**src/rtl/lsu_pkg.sv**
```systemverilog
// Shared types and constants for the load/store unit memory controller.
package lsu_pkg;

   typedef enum logic [1:0] {
      ST_IDLE  = 2'b00,
      ST_ISSUE = 2'b01,
      ST_WAIT  = 2'b10,
      ST_DONE  = 2'b11
   } lsu_state_e;

   localparam logic [1:0] SIZE_WORD = 2'b00;
   localparam logic [1:0] SIZE_BYTE = 2'b01;
   localparam logic [1:0] SIZE_HALF = 2'b10;

   localparam int LSU_TIMEOUT_DEFAULT = 16;

   function automatic logic size_legal(input logic [1:0] size);
      return (size != 2'b11);
   endfunction

   // Low address bits presented to memory encode the access width, not the byte lane.
   function automatic logic [1:0] addr_code(input logic [1:0] size);
      logic [1:0] code;
      case (size)
         SIZE_BYTE: code = 2'b01;
         SIZE_HALF: code = 2'b10;
         SIZE_WORD: code = 2'b00;
         default:   code = 2'b00;
      endcase
      return code;
   endfunction

endpackage

```
**src/rtl/lsu_load_extend.sv**
```systemverilog
// Combinational size/sign extender for load data returned by memory.
module lsu_load_extend
   import lsu_pkg::*;
#(
   parameter int WORD_SIZE = 32
) (
   input  logic [1:0]           size,
   input  logic                 sign_ext,
   input  logic [WORD_SIZE-1:0] rdata,
   output logic [WORD_SIZE-1:0] result
);

   // Select the low lane for the access width and fill the upper bits.
   always_comb begin
      result = rdata;
      case (size)
         SIZE_BYTE: result = {{(WORD_SIZE-8){sign_ext & rdata[7]}}, rdata[7:0]};
         SIZE_HALF: result = {{(WORD_SIZE-16){sign_ext & rdata[15]}}, rdata[15:0]};
         SIZE_WORD: result = rdata;
         default:   result = rdata;
      endcase
   end

endmodule

```
**src/rtl/lsu_mem_ctrl.sv**
```systemverilog
// Load/store unit controller: turns MEM-stage requests into single memory
// bus transactions with timeout, stall and extended load results.
module lsu_mem_ctrl
   import lsu_pkg::*;
#(
   parameter int WORD_SIZE    = 32,
   parameter int ADDRESS_SIZE = 32,
   parameter int TIMEOUT      = LSU_TIMEOUT_DEFAULT
) (
   input  logic                    clk,
   input  logic                    rst,
   input  logic                    cpu_req,
   input  logic                    cpu_rnw,
   input  logic [1:0]              cpu_size,
   input  logic                    cpu_signed,
   input  logic [ADDRESS_SIZE-1:0] cpu_addr,
   input  logic [WORD_SIZE-1:0]    cpu_wdata,
   output logic [WORD_SIZE-1:0]    cpu_rdata,
   output logic                    cpu_done,
   output logic                    cpu_stall,
   output logic                    cpu_err,
   output logic                    mem_enable,
   output logic                    mem_readnotwrite,
   output logic [ADDRESS_SIZE-1:0] mem_address,
   output logic [WORD_SIZE-1:0]    mem_wdata,
   output logic                    mem_wdata_oe,
   input  logic [WORD_SIZE-1:0]    mem_rdata,
   input  logic                    mem_data_ready
);

   localparam int CNT_W = (TIMEOUT > 1) ? $clog2(TIMEOUT) : 1;

   lsu_state_e          state_r;
   logic [CNT_W-1:0]    wait_cnt_r;
   logic [1:0]          size_r;
   logic                signed_r;
   logic [WORD_SIZE-1:0] ext_s;
   logic                unused_addr_s;

   assign unused_addr_s = ^cpu_addr[1:0];

   lsu_load_extend #(
      .WORD_SIZE(WORD_SIZE)
   ) u_load_extend (
      .size     (size_r),
      .sign_ext (signed_r),
      .rdata    (mem_rdata),
      .result   (ext_s)
   );

   assign cpu_stall = (state_r != ST_IDLE) | ((state_r == ST_IDLE) & cpu_req);

   // Access sequencer; all bus and CPU-side outputs are registered here.
   always_ff @(posedge clk or negedge rst) begin
      if (!rst) begin
         state_r          <= ST_IDLE;
         wait_cnt_r       <= {CNT_W{1'b0}};
         size_r           <= SIZE_WORD;
         signed_r         <= 1'b0;
         cpu_rdata        <= {WORD_SIZE{1'b0}};
         cpu_done         <= 1'b0;
         cpu_err          <= 1'b0;
         mem_enable       <= 1'b0;
         mem_readnotwrite <= 1'b1;
         mem_address      <= {ADDRESS_SIZE{1'b0}};
         mem_wdata        <= {WORD_SIZE{1'b0}};
         mem_wdata_oe     <= 1'b0;
      end else begin
         cpu_done <= 1'b0;
         cpu_err  <= 1'b0;
         case (state_r)
            ST_IDLE: begin
               if (cpu_req) begin
                  if (size_legal(cpu_size)) begin
                     size_r           <= cpu_size;
                     signed_r         <= cpu_signed;
                     mem_readnotwrite <= cpu_rnw;
                     mem_address      <= {cpu_addr[ADDRESS_SIZE-1:2], addr_code(cpu_size)};
                     mem_wdata        <= cpu_wdata;
                     mem_enable       <= 1'b1;
                     mem_wdata_oe     <= ~cpu_rnw;
                     wait_cnt_r       <= {CNT_W{1'b0}};
                     state_r          <= ST_ISSUE;
                  end else begin
                     cpu_err <= 1'b1;
                  end
               end
            end
            ST_ISSUE: begin
               wait_cnt_r <= {CNT_W{1'b0}};
               state_r    <= ST_WAIT;
            end
            ST_WAIT: begin
               if (mem_data_ready) begin
                  if (mem_readnotwrite) begin
                     cpu_rdata <= ext_s;
                  end
                  mem_enable   <= 1'b0;
                  mem_wdata_oe <= 1'b0;
                  cpu_done     <= 1'b1;
                  state_r      <= ST_DONE;
               end else if (wait_cnt_r == CNT_W'(TIMEOUT - 1)) begin
                  mem_enable   <= 1'b0;
                  mem_wdata_oe <= 1'b0;
                  cpu_err      <= 1'b1;
                  state_r      <= ST_IDLE;
               end else begin
                  wait_cnt_r <= wait_cnt_r + CNT_W'(1);
               end
            end
            ST_DONE: begin
               state_r <= ST_IDLE;
            end
            default: begin
               mem_enable   <= 1'b0;
               mem_wdata_oe <= 1'b0;
               state_r      <= ST_IDLE;
            end
         endcase
      end
   end

endmodule

```
**config.mk**
```make
export PLATFORM = sky130hd
export DESIGN_NAME = lsu_mem_ctrl
export DESIGN_NICKNAME = d
export VERILOG_FILES = /design/src/rtl/lsu_pkg.sv /design/src/rtl/lsu_load_extend.sv /design/src/rtl/lsu_mem_ctrl.sv
export SDC_FILE = /design/constraint.sdc
export NUM_CORES = 1
export LEC_CHECK = 0
export CAP_MARGIN = 25
export CORE_MARGIN = 4
export CORE_UTILIZATION = 41
export CTS_CLUSTER_DIAMETER = 80
export DETAILED_ROUTE_END_ITERATION = 10
export HOLD_SLACK_MARGIN = 0.1
export PLACE_DENSITY = 0.8
export SKIP_LAST_GASP = 1
export SYNTH_ARGS = -nofsm -noshare
export SYNTH_HDL_FRONTEND = slang
export SYNTH_SLANG_ARGS = --single-unit
```
**constraint.sdc**
```tcl
create_clock -name clk -period 2.42 [get_ports clk]
set_clock_uncertainty 0.15 [all_clocks]
set_input_delay 0.605 -clock clk [delete_from_list [all_inputs] [get_ports clk]]
set_output_delay 0.605 -clock clk [all_outputs]
set_load 0.005 [all_outputs]
```
==> impl_metrics.ini <==
[sta]
fmax_mhz = 422
finalSetupTns_ps = 0
setup_ws_ps = 50.6
whs_ps = 359
hold_viol = 0
period_minus_slack_ps = 2370
worst_pin_slew_ps = 485
finalSetupViolations = 0
fin_crit_sh_pct = 97.9
rsz0062_at_grt = no
relSlewSlack_pct = 67.6
finalMaxSlewViolations = 0

[logic_synthesis]
synthesis.nets = 440
ys_seq_area_share_pct = 61.9
synth_top_area_share_pct = 61.3
syn_avg_cell_area_um2 = 13.4
netlist_instances = 333
synth_cell_types = 37
synth_area_leaders = dfrtp_1, mux2_2, mux2_4
yosysWarnings = 0
synth-seq-cells = 110
synth_area_leader_cell = dfrtp_1
synth_area_um2 = 4450

[cts]
cts_max_level = 3
clk_latency_ps = 360
cts_tree = done
cts_made_buffers = 9
post_cts_buffers = 0
clkSlewWorstSetupHoldPaths_ps = 90
cts_root_buffer = clkbuf_8
clock_path_buffers = 2
cts_num_sinks = 110

[layout]
layoutNonFillerInstCount = 684
layout_common_cells = clkdlybuf4s50_1, dfrtp_1, mux2_2
fin_util_pct = 66.6
finalNetCount = 650
drive_gt1_share_pct = 20.6
area_growth_pct = 56.8
fillers = 793
layout.cells.most_common = clkdlybuf4s50_1
antenna_cells = 0
finalInstanceArea_um2 = 6970

[placed_design]
place_area_um2 = 6750
dp.cells = 667
port-buffer-count = 203
gp_congestion = 0.852
dp_hpwl_um = 8990
place_ws_ps = -156

[worst_hold_path]
min_path_cells = 1
hp-class = reg2reg
hp-start = mem_address[21]$_DFFE_PN0P_
holdPathEnd = mem_address[21]$_DFFE_PN0P_

[setup_path]
cp_data_required_time_ps = 1660
timing.rr.start = state_r[0]$_DFFE_PN0P_
r2r_slack_ps = 660
r2r_cells = 4
path_max_fanout = 2
reg2reg_to = mem_address[3]$_DFFE_PN0P_
critPathKind = in2out
crit_arrival_ps = 1610
crit_path_end_kind = primary output
cp-start-kind = input pin

[grt]
grt_pass1_wl_um = 18800
grt_max_degree = 41
grt_antenna_before_repair = 0
gr-total-overflow = 0
grt_pass1_vias = 3668
grt_usage_pct = 18.4

[routing]
drc = 0
routedWlPerCell_um = 17.1
vias = 3418
totalWireLength_um = 11700
viasPerCell = 5.00
drt_first_pass_iters = 6
antenna_left = 0
first_iter_violations = 232

[power_and_ir_drop]
peakVddDrop_mv = 0.517
p_leak_nw = 2.96
power_density_nw_per_um2 = 1220
p_total_mw = 8.51

[die]
fp.dieH_um = 112
pin_count = 206
start_util_pct = 42.5
die_w_um = 112
dieArea_um2 = 12600
rows = 37
core_um2 = 10500

[run]
drv_cap = 0

[status]
status = complete, no violations
==> sequential cells by signal (all words and copies together) (netlist names) <==
signal,flops
mem_address,32
cpu_err,1
cpu_rdata,32
size_r,2
signed_r,1
mem_enable,1
mem_readnotwrite,1
wait_cnt_r,4
mem_wdata,32
mem_wdata_oe,1
cpu_done,1
state_r,2
==> critical path, stage by stage <==
cell             delay, ps
clkdlybuf4s50_1        420
or3_1                  300
dlygate4sd2_1          290
==> Yosys cell counts <==
library cell and n:
o21ai_0 3, dfstp_2 1, mux2_2 67, nor3b_1 1, inv_1 4, o211ai_1 4, nand3_1 4, nand2b_1 1
dfrtp_1 109, and4b_1 2, nand4_1 2, a2bb2oi_1 1, or3b_1 1, buf_2 7, a211oi_1 1, mux2_4 9
nor2b_1 1, clkbuf_1 10, nand3b_1 3, a21oi_1 17, nor3_1 1, o21a_1 1, ha_1 3, mux2i_1 1
or2_2 1, a21bo_2 1, buf_6 2, and3_1 1, buf_1 3, nand2_1 19, o2bb2ai_1 1, nand4b_1 2
or3_1 3, a31oi_1 16, a22o_1 1, o2111ai_1 3, nor2_1 26
==> power by group <==
group          switching (mW)  internal [mW]  leakage, nW
combinational            1.43           2.63         1.55
clock                   0.592          0.610        0.110
sequential              0.488           2.76         1.30
total                    2.51           6.00         2.96
==> repair_timing <==
| action | CTS | global route |
|---|---|---|
| hold buffers | 1 | 0 |
| setup endpoints to repair | 1 | 0 |
| gates resized for setup | 1 | 0 |
| endpoints found under the hold margin | 27 | 0 |
==> worst max path at each step <==
stage	startpoint	to	slack [ps]	depth (start not counted)
floorplan	cpu_req	mem_address[0]$_DFFE_PN0P_	290	6
global placement	cpu_req	cpu_stall	-140	3
detailed placement	cpu_req	cpu_stall	-160	3
CTS	cpu_req	cpu_stall	40	3
global route	cpu_req	cpu_stall	20	3
finish	cpu_req	cpu_stall	50	3
==> kinds of logic (layout without fill, tap and decap cells) <==
group | count (synthesis) | in the layout | share of synthesized area, %
compound gates | 49 | 49 | 6.92
fa+ha+maj | 3 | 3 | 0.844
buf+inv | 26 | 241 | 2.73
flops | 110 | 110 | 61.9
mux | 77 | 77 | 20.2
simple gates | 68 | 68 | 7.34
==> area by class of cell <==
cell class	count	area [um2]	share of cell area (%)
sequential	110	2750	39.5
timing repair buffer	221	2240	32.1
multi-input combinational	197	1580	22.6
tap	136	170	2.44
clock buffer	12	145	2.08
clock inverter	4	70.1	1.00
inverter	4	15.0	0.215
==> per-layer routing <==
metal / vias up / part of all wire, % / GRT usage [%]
met5: - / 0 / 0
met4: 0 / 2.8 / 7.53
met3: 23 / 7.6 / 4.85
met2: 131 / 52 / 32.8
met1: 1669 / 38 / 20.9
li1: 1595 / - / -
Note: power is estimated with default switching activity, not from simulation.
